[config.mk]
export PLATFORM = sky130hd
export DESIGN_NAME = write_back_stage
export DESIGN_NICKNAME = d
export VERILOG_FILES = /design/src/rtl/write_back_stage.sv
export SDC_FILE = /design/constraint.sdc
export NUM_CORES = 1
export LEC_CHECK = 0
export ABC_AREA = 1
export CORE_MARGIN = 2
export CORE_UTILIZATION = 55
export CTS_CLUSTER_SIZE = 20
export DETAILED_ROUTE_END_ITERATION = 12
export DONT_BUFFER_PORTS = 1
export MAX_ROUTING_LAYER = met4
export PLACE_DENSITY_LB_ADDON = 0.12
export SYNTH_ARGS = -nofsm -noshare
export SYNTH_HDL_FRONTEND = slang
export SYNTH_SLANG_ARGS = --single-unit
[constraint.sdc]
create_clock -name clk -period 14.9 [get_ports clk]
set_input_delay 3.725 -clock clk [delete_from_list [all_inputs] [get_ports clk]]
set_output_delay 3.725 -clock clk [all_outputs]
set_load 0.03 [all_outputs]
[src/rtl/write_back_stage.sv]
// RV32 write-back stage: one slot that captures a decoded instruction, formats load data and drives the register-file write port.
// Non-loads write one cycle after capture (1/cycle back-to-back); loads hold in_ready low until mem_rdata_valid arrives.

package write_back_pkg;

   typedef struct packed {
      logic       write_enable;
      logic [4:0] addr_rd;
   } reg_file_write_params_t;

   typedef logic [1:0] write_back_select_t;

   localparam write_back_select_t WB_SEL_ALU = 2'd0;
   localparam write_back_select_t WB_SEL_MEM = 2'd1;
   localparam write_back_select_t WB_SEL_PC  = 2'd2;

endpackage

module write_back_stage
   import write_back_pkg::*;
#(
   parameter int XLEN         = 32,
   parameter int REG_ADDR_W   = 5,
   parameter int RETIRE_CNT_W = 64
) (
   input  logic                    clk,
   input  logic                    reset,
   input  logic                    in_valid,
   output logic                    in_ready,
   input  logic                    flush,
   input  reg_file_write_params_t  wb_params,
   input  write_back_select_t      wb_sel,
   input  logic [XLEN-1:0]         alu_result,
   input  logic [XLEN-1:0]         pc,
   input  logic [2:0]              load_funct3,
   input  logic [XLEN-1:0]         mem_rdata,
   input  logic                    mem_rdata_valid,
   output logic                    rf_we,
   output logic [REG_ADDR_W-1:0]   rf_waddr,
   output logic [XLEN-1:0]         rf_wdata,
   output logic                    load_fault,
   output logic [RETIRE_CNT_W-1:0] retired_count
);

   localparam logic [1:0] ST_EMPTY    = 2'd0;
   localparam logic [1:0] ST_WAIT_MEM = 2'd1;
   localparam logic [1:0] ST_READY    = 2'd2;

   logic [1:0]             state;
   logic [1:0]             state_nxt;

   reg_file_write_params_t s_params;
   write_back_select_t     s_sel;
   logic [XLEN-1:0]        s_alu;
   logic [1:0]             s_off;
   logic [XLEN-1:0]        s_pc4;
   logic [2:0]             s_funct3;
   logic [XLEN-1:0]        s_load_data;
   logic                   s_fault;

   logic                   capture;
   logic                   mem_take;
   logic                   ready_act;
   logic                   retire;
   logic [7:0]             byte_v;
   logic [15:0]            half_v;
   logic [XLEN-1:0]        fmt_data;
   logic                   fmt_fault;
   logic [XLEN-1:0]        result;

   assign in_ready  = (state != ST_WAIT_MEM);
   assign capture   = in_valid & in_ready & ~flush;
   assign mem_take  = (state == ST_WAIT_MEM) & mem_rdata_valid & ~flush;
   // Flush kills the held instruction combinationally, even while it sits in READY.
   assign ready_act = (state == ST_READY) & ~flush;
   assign retire    = ready_act & ~s_fault;

   always_comb begin
      state_nxt = state;
      if (flush) begin
         state_nxt = ST_EMPTY;
      end else if (capture) begin
         state_nxt = (wb_sel == WB_SEL_MEM) ? ST_WAIT_MEM : ST_READY;
      end else begin
         case (state)
            ST_READY:    state_nxt = ST_EMPTY;
            ST_WAIT_MEM: state_nxt = mem_rdata_valid ? ST_READY : ST_WAIT_MEM;
            default:     state_nxt = ST_EMPTY;
         endcase
      end
   end

   always_comb begin
      byte_v    = mem_rdata[{s_off, 3'b000} +: 8];
      half_v    = mem_rdata[{s_off[1], 4'b0000} +: 16];
      fmt_data  = '0;
      fmt_fault = 1'b0;
      case (s_funct3)
         3'b000: fmt_data = {{(XLEN-8){byte_v[7]}}, byte_v};
         3'b100: fmt_data = {{(XLEN-8){1'b0}}, byte_v};
         3'b001: begin
            fmt_data  = {{(XLEN-16){half_v[15]}}, half_v};
            fmt_fault = s_off[0];
         end
         3'b101: begin
            fmt_data  = {{(XLEN-16){1'b0}}, half_v};
            fmt_fault = s_off[0];
         end
         3'b010: begin
            fmt_data  = mem_rdata;
            fmt_fault = (s_off != 2'b00);
         end
         default: fmt_fault = 1'b1;
      endcase
   end

   always_comb begin
      case (s_sel)
         WB_SEL_MEM: result = s_load_data;
         WB_SEL_PC:  result = s_pc4;
         default:    result = s_alu;
      endcase
   end

   always_ff @(posedge clk or posedge reset) begin
      if (reset) begin
         state         <= ST_EMPTY;
         s_params      <= '0;
         s_sel         <= '0;
         s_alu         <= '0;
         s_off         <= '0;
         s_pc4         <= '0;
         s_funct3      <= '0;
         s_load_data   <= '0;
         s_fault       <= 1'b0;
         retired_count <= '0;
      end else begin
         state <= state_nxt;
         if (capture) begin
            s_params <= wb_params;
            s_sel    <= wb_sel;
            s_alu    <= alu_result;
            s_off    <= alu_result[1:0];
            s_pc4    <= pc + XLEN'(4);
            s_funct3 <= load_funct3;
            // A fresh instruction must not inherit the previous load's fault.
            s_fault  <= 1'b0;
         end else if (mem_take) begin
            s_load_data <= fmt_data;
            s_fault     <= fmt_fault;
         end
         if (retire) begin
            retired_count <= retired_count + RETIRE_CNT_W'(1);
         end
      end
   end

   assign rf_we      = ready_act & s_params.write_enable & (s_params.addr_rd != 5'd0) & ~s_fault;
   assign rf_waddr   = REG_ADDR_W'(s_params.addr_rd);
   assign rf_wdata   = result;
   assign load_fault = ready_act & s_fault;

endmodule
==> out/metrics.csv, run 1 <==
metric,value,unit
grt_pass1_vias,8380,
path_clk_slew,0.06,ns
htree_num_levels,4,
ios,216,
netlist_instances,1363,
cts_tree,yes,
ys_ff_latch,174,
grt_overflow,0,
ys_warn_count,0,
muxShareOfSynthArea,0,%
dieArea,0.01909,mm²
place_ws,6.367,ns
critPathRequiredTime,11.18,ns
dp_hpwl,20.71,mm
diodes,0,
multiInputGateArea,0.004800,mm²
vias_per_cell,5.478,
row_count,49,
max_freq,117.3,MHz
peakVddDrop,92.39,µV
drive_above_1_share,5.774,%
remaining_drc_errors,0,
clk-insertion-delay-late,0.43,ns
yosysTopAreaCell,dfrtp_1,
cts_resized,0,
numCtsBuffers,17,
min_period,8.522,ns
io_buffers,0,
dieHeight,138.2,µm
status,"finished, final reports clean",
setup-tns-final,0,ns
leakagePower,4.987,nW
clock_path_buffers,2,
critical_path.startpoint,flush,
area_growth,6.991,%
clkSinkCount,174,
syn_area,0.009898,mm²
routed_wl,27.49,mm
path_class,primary input to output port,
synth_top_area_share,43.99,%
worstMarginPinSlew,1.025,ns
synth_area_leaders,"dfrtp_1 (44%), nand2_1 (18%), nor2_1 (5.1%)",
synth_compound_area_share,11.31,%
ant_nets,0,
avgSynthCellArea,7.262,µm²
core_area,0.01778,mm²
synth.distinct_cells,35,
final_hold_viol_count,0,
end_kind,output port,
seq_area,0.004354,mm²
synthAdderAreaFrac,0.5056,%
ys_seq_area_share,43.99,%
root_buffer,clkbuf_16,
grt_usage,29.73,%
synth_xor_area_share,4.424,%
firstDrtPassIters,6,
worst_slack,6.378,ns
synth-simple-area-share,32.22,%
max_stage_delay,0.56,ns
rsz0062_at_grt,no,
cellPowerDensity,121.6,mW/mm²
setup_viol,0,
synth_top_family_by_area,simple AND/OR/NAND/NOR gates,
start_util,55.67,%
critPathLaunchType,primary input,
gpl.final_weighted_congestion,0.9972,
slew_headroom,31.65,%
hp-class,flip-flop to flip-flop,
antenna_found_initial,0,
maxCapViolations,0,
slew_violations,0,
skew,0.009068,ns
grt_max_degree,95,
final_common_cell,nand2_1,
synth_fp_nets,1479,
cp_cell_sequence,inv_2 -> nand3_2 -> nor2_4 -> nand2_1 -> a31oi_1,
die-width,138.2,µm
cp.arrival,4.80,ns
via_count,8656,
r2r_start,state[0],
final_cell_mix,"nand2_1 (467), dfrtp_1 (174), nor2_1 (135)",
fillCellCount,1666,
nets,1454,
postCtsSetupBuffers,0,
crit_path_max_fanout,10,
fin_crit_sh,57.19,%
critPathSlowestCell,a31oi_1,
drt_iter0_markers,536,
wl_per_cell,17.40,µm
cts_hold_buf,0,
grt_first_pass_wirelength,43.76,mm
hp-start,s_pc4[3],
[synthesized netlist by cell type]
master,count
nand3_1,53
and2_1,3
o21bai_1,1
nor2_1,135
xor2_1,21
nor2_4,6
a31oi_1,6
dfrtp_1,174
ha_1,4
xnor2_1,29
a21oi_1,65
o22ai_1,9
clkbuf_1,20
nor3b_2,1
buf_2,18
or2_2,2
nand3b_1,13
a22oi_1,32
o21ai_1,2
inv_1,134
inv_2,4
nand2_1,467
nor2_2,10
nor3b_1,1
buf_4,6
nor3_4,2
buf_1,5
nand4_4,1
nor3_2,2
nand4_1,22
nand3_2,7
nand2_2,3
o211ai_1,1
o21ai_0,87
nor3_1,17
[critical path, delay by kind of cell]
family	cells	cell delay (ns)
AOI/OAI and AO/OA	1	0.56
buffers and inverters	1	0.09
and+or+nand+nor	3	0.42
[area by class of cell]
cell class | count | share of cell area [%]
clock buffers | 21 | 4.537
clock inverters | 11 | 1.028
inverters | 138 | 4.939
multi-input cells | 1002 | 45.32
flip-flops and latches | 174 | 41.12
well taps | 229 | 2.706
repair buffers | 5 | 0.3544
[cell families (layout without fill, tap and decap cells)]
logic type	count (synthesis)	after routing
AND/OR/NAND/NOR	745	745
XOR/XNOR	50	50
buffers and inverters	187	175
flip-flops	174	174
AO/OA/AOI/OAI	203	203
adder cells (fa/ha/maj)	4	4
[layer usage]
layer	GRT usage, %	wire (µm)
met2	48.12	13020
met4	13.96	1259
met1	34.44	11190
met5	-	0
met3	8.278	2025
[per-stage QoR]
step	util [%]	total power, mW	instance area, µm²	instances	hold WS (ns)
6_report	59.56	1.288	10590	1580	0.4857
5_1_grt	59.56	1.349	10590	1580	0.5065
4_1_cts	59.56	1.297	10590	1580	0.4841
3_5_place_dp	56.25	0.8518	10000	1548	0.4655
3_3_place_gp	56.25	0.8468	10000	1548	0.4649
2_1_floorplan	-	0.7949	9898	1363	0.4487
[sequential cells by signal, indices dropped and copies added, names as in the netlist]
register / flops
retired_count: 64
s_alu: 32
s_load_data: 32
s_pc4: 32
rf_waddr: 5
s_funct3: 3
s_sel: 2
state: 2
s_fault: 1
s_params: 1
[worst paths after layout]
| kind | to | slack, ns | depth (start not counted) |
|---|---|---|---|
| max | rf_we | 6.38 | 5 |
| min | s_pc4[3] | 0.49 | 2 |
| max reg2reg | state[0] | 11.48 | 8 |
| min reg2reg | s_pc4[3] | 0.49 | 2 |
| max in group asynchronous | s_alu[19] | 10.03 | 2 |
| min in group asynchronous | rf_waddr[1] | 3.30 | 1 |
[power breakdown]
part	total (mW)	internal [mW]	switching [mW]
clock	0.445	0.249	0.196
combinational	0.269	0.0661	0.203
sequential	0.574	0.521	0.0531
Power figures use the tool's default switching activity.
==> run 2: changes to the inputs <==
==> constraint.sdc (replaced) <==
create_clock -name clk -period 7.55 [get_ports clk]
set_input_delay 1.8875 -clock clk [delete_from_list [all_inputs] [get_ports clk]]
set_output_delay 1.8875 -clock clk [all_outputs]
set_load 0.03 [all_outputs]
==> out/metrics.csv, run 2 (synthesis results as in run 1) <==
metric,value,unit
utilization,59.33,%
cellPowerDensity,236.3,mW/mm²
grt_pass1_vias,8356,
grt_max_degree,92,
min_period,4.830,ns
critPathSlowestCell,a31oi_1,
peakVddDrop,180.9,µV
worst_slack,2.720,ns
drt_iter0_markers,537,
nets,1454,
max_freq,207.0,MHz
cts_tree,yes,
via_count,8827,
numCtsBuffers,17,
routed_wl,27.59,mm
setup-tns-final,0,ns
vias_per_cell,5.583,
ios,216,
clock_path_buffers,2,
grt_overflow,0,
rsz0062_at_grt,no,
crit_family,compound AO/OA/AOI/OAI gates,
cts_resized,0,
fin_area,0.01055,mm²
leakagePower,4.983,nW
worstHoldPathCells,2,
remaining_drc_errors,0,
final_common_cell,nand2_1,
skew,0.01068,ns
hp-class,flip-flop to flip-flop,
largest_register_ffs,64,
crit_path_max_fanout,10,
top_register,retired_count,
dp_hpwl,20.64,mm
maxCapViolations,0,
row_count,49,
grt_first_pass_wirelength,43.82,mm
firstDrtPassIters,5,
setup_viol,0,
start_util,55.67,%
cp_cell_sequence,inv_2 -> nand3_2 -> nor2_4 -> nand2_1 -> a31oi_1,
path_class,primary input to output port,
place_ws,2.721,ns
antenna_found_initial,1,
grt_usage,29.83,%
critical_path_buf_inv_count,1,
clkSinkCount,174,
ff2ff_path_depth,8,
cp.arrival,2.94,ns
end_kind,output port,
final_hold_viol_count,0,
place_area,0.01000,mm²
die-width,138.2,µm
max_stage_delay,0.55,ns
ant_nets,0,
dieHeight,138.2,µm
path_clk_slew,0.07,ns
fin_crit_sh,63.98,%
gpl.final_weighted_congestion,0.9856,
wl_per_cell,17.45,µm
postCtsSetupBuffers,0,
worstMarginPinSlew,1.049,ns
whs,0.4792,ns
root_buffer,clkbuf_16,
htree_num_levels,4,
slew_headroom,30.06,%
io_buffers,0,
cts_hold_buf,0,
area_growth,6.573,%
timing.reg2reg.setup_slack,4.26,ns
core_area,0.01778,mm²
fillCellCount,1688,
clk-insertion-delay-late,0.43,ns
crit_cells,5,
dieArea,0.01909,mm²
critPathRequiredTime,5.66,ns
drive_above_1_share,5.774,%
final_cell_mix,"nand2_1 (467), dfrtp_1 (174), nor2_1 (135)",
critPathLaunchType,primary input,
slew_violations,0,
status,"finished, final reports clean",
## run 2: cell types whose count changed in the layout (fill, tap and decap cells not counted), sizes merged
cell / before / now
clkbuf: 21 / 17
clkinv: 5 / 8
clkinvlp: 4 / 2
diode: 0 / 1
inv: 139 / 142
## run 2: power by group
| part | total (mW) | switching (mW) | internal (mW) |
|---|---|---|---|
| registers | 1.13 | 0.107 | 1.03 |
| logic | 0.527 | 0.396 | 0.131 |
| clock network | 0.831 | 0.378 | 0.453 |
| total | 2.49 | 0.881 | 1.61 |
## run 2: metal layers
metal  vias to the layer above  global-route usage [%]  wire length, µm
li1                       4323                       -                -
met1                      4140                   36.00            11300
met2                       299                   47.39            13240
met3                        65                   6.824             1877
met4                         0                   14.77             1175
met5                         -                       -                0
## run 2: cell type report
class	instances	area (µm²)	share of cell area [%]
clock buffer	17	425.4	4.033
antenna	1	2.502	0.02372
inverter	138	523.0	4.958
tap	229	286.5	2.716
timing repair buffer	5	37.54	0.3558
sequential	174	4354	41.28
multi-input combinational	1002	4800	45.50
clock inverter	15	120.1	1.139
## run 2: worst register-to-register path, delay by kind of cell (launching register included)
kind                   cells  cell delay, ns
AOI/OAI and AO/OA          1            0.16
buffers and inverters      4            1.85
DFF                        1            0.36
and+or+nand+nor            3            0.82
## run 2: worst paths after layout
check                                      from         endpoint
worst max-delay path                      flush            rf_we
worst min-delay path            s_load_data[21]  s_load_data[21]
worst max register to register         state[0]        s_pc4[16]
worst min register to register  s_load_data[21]  s_load_data[21]
max in group asynchronous                 reset        s_alu[22]
min in group asynchronous                 reset      rf_waddr[3]
## run 2: stage by stage
| step | instances | total power, mW |
|---|---|---|
| 6_report | 1581 | 2.493 |
| 5_1_grt | 1581 | 2.611 |
| 4_1_cts | 1580 | 2.507 |
| 3_5_place_dp | 1548 | 1.677 |
| 3_3_place_gp | 1548 | 1.670 |
| 2_1_floorplan | 1363 | 1.569 |
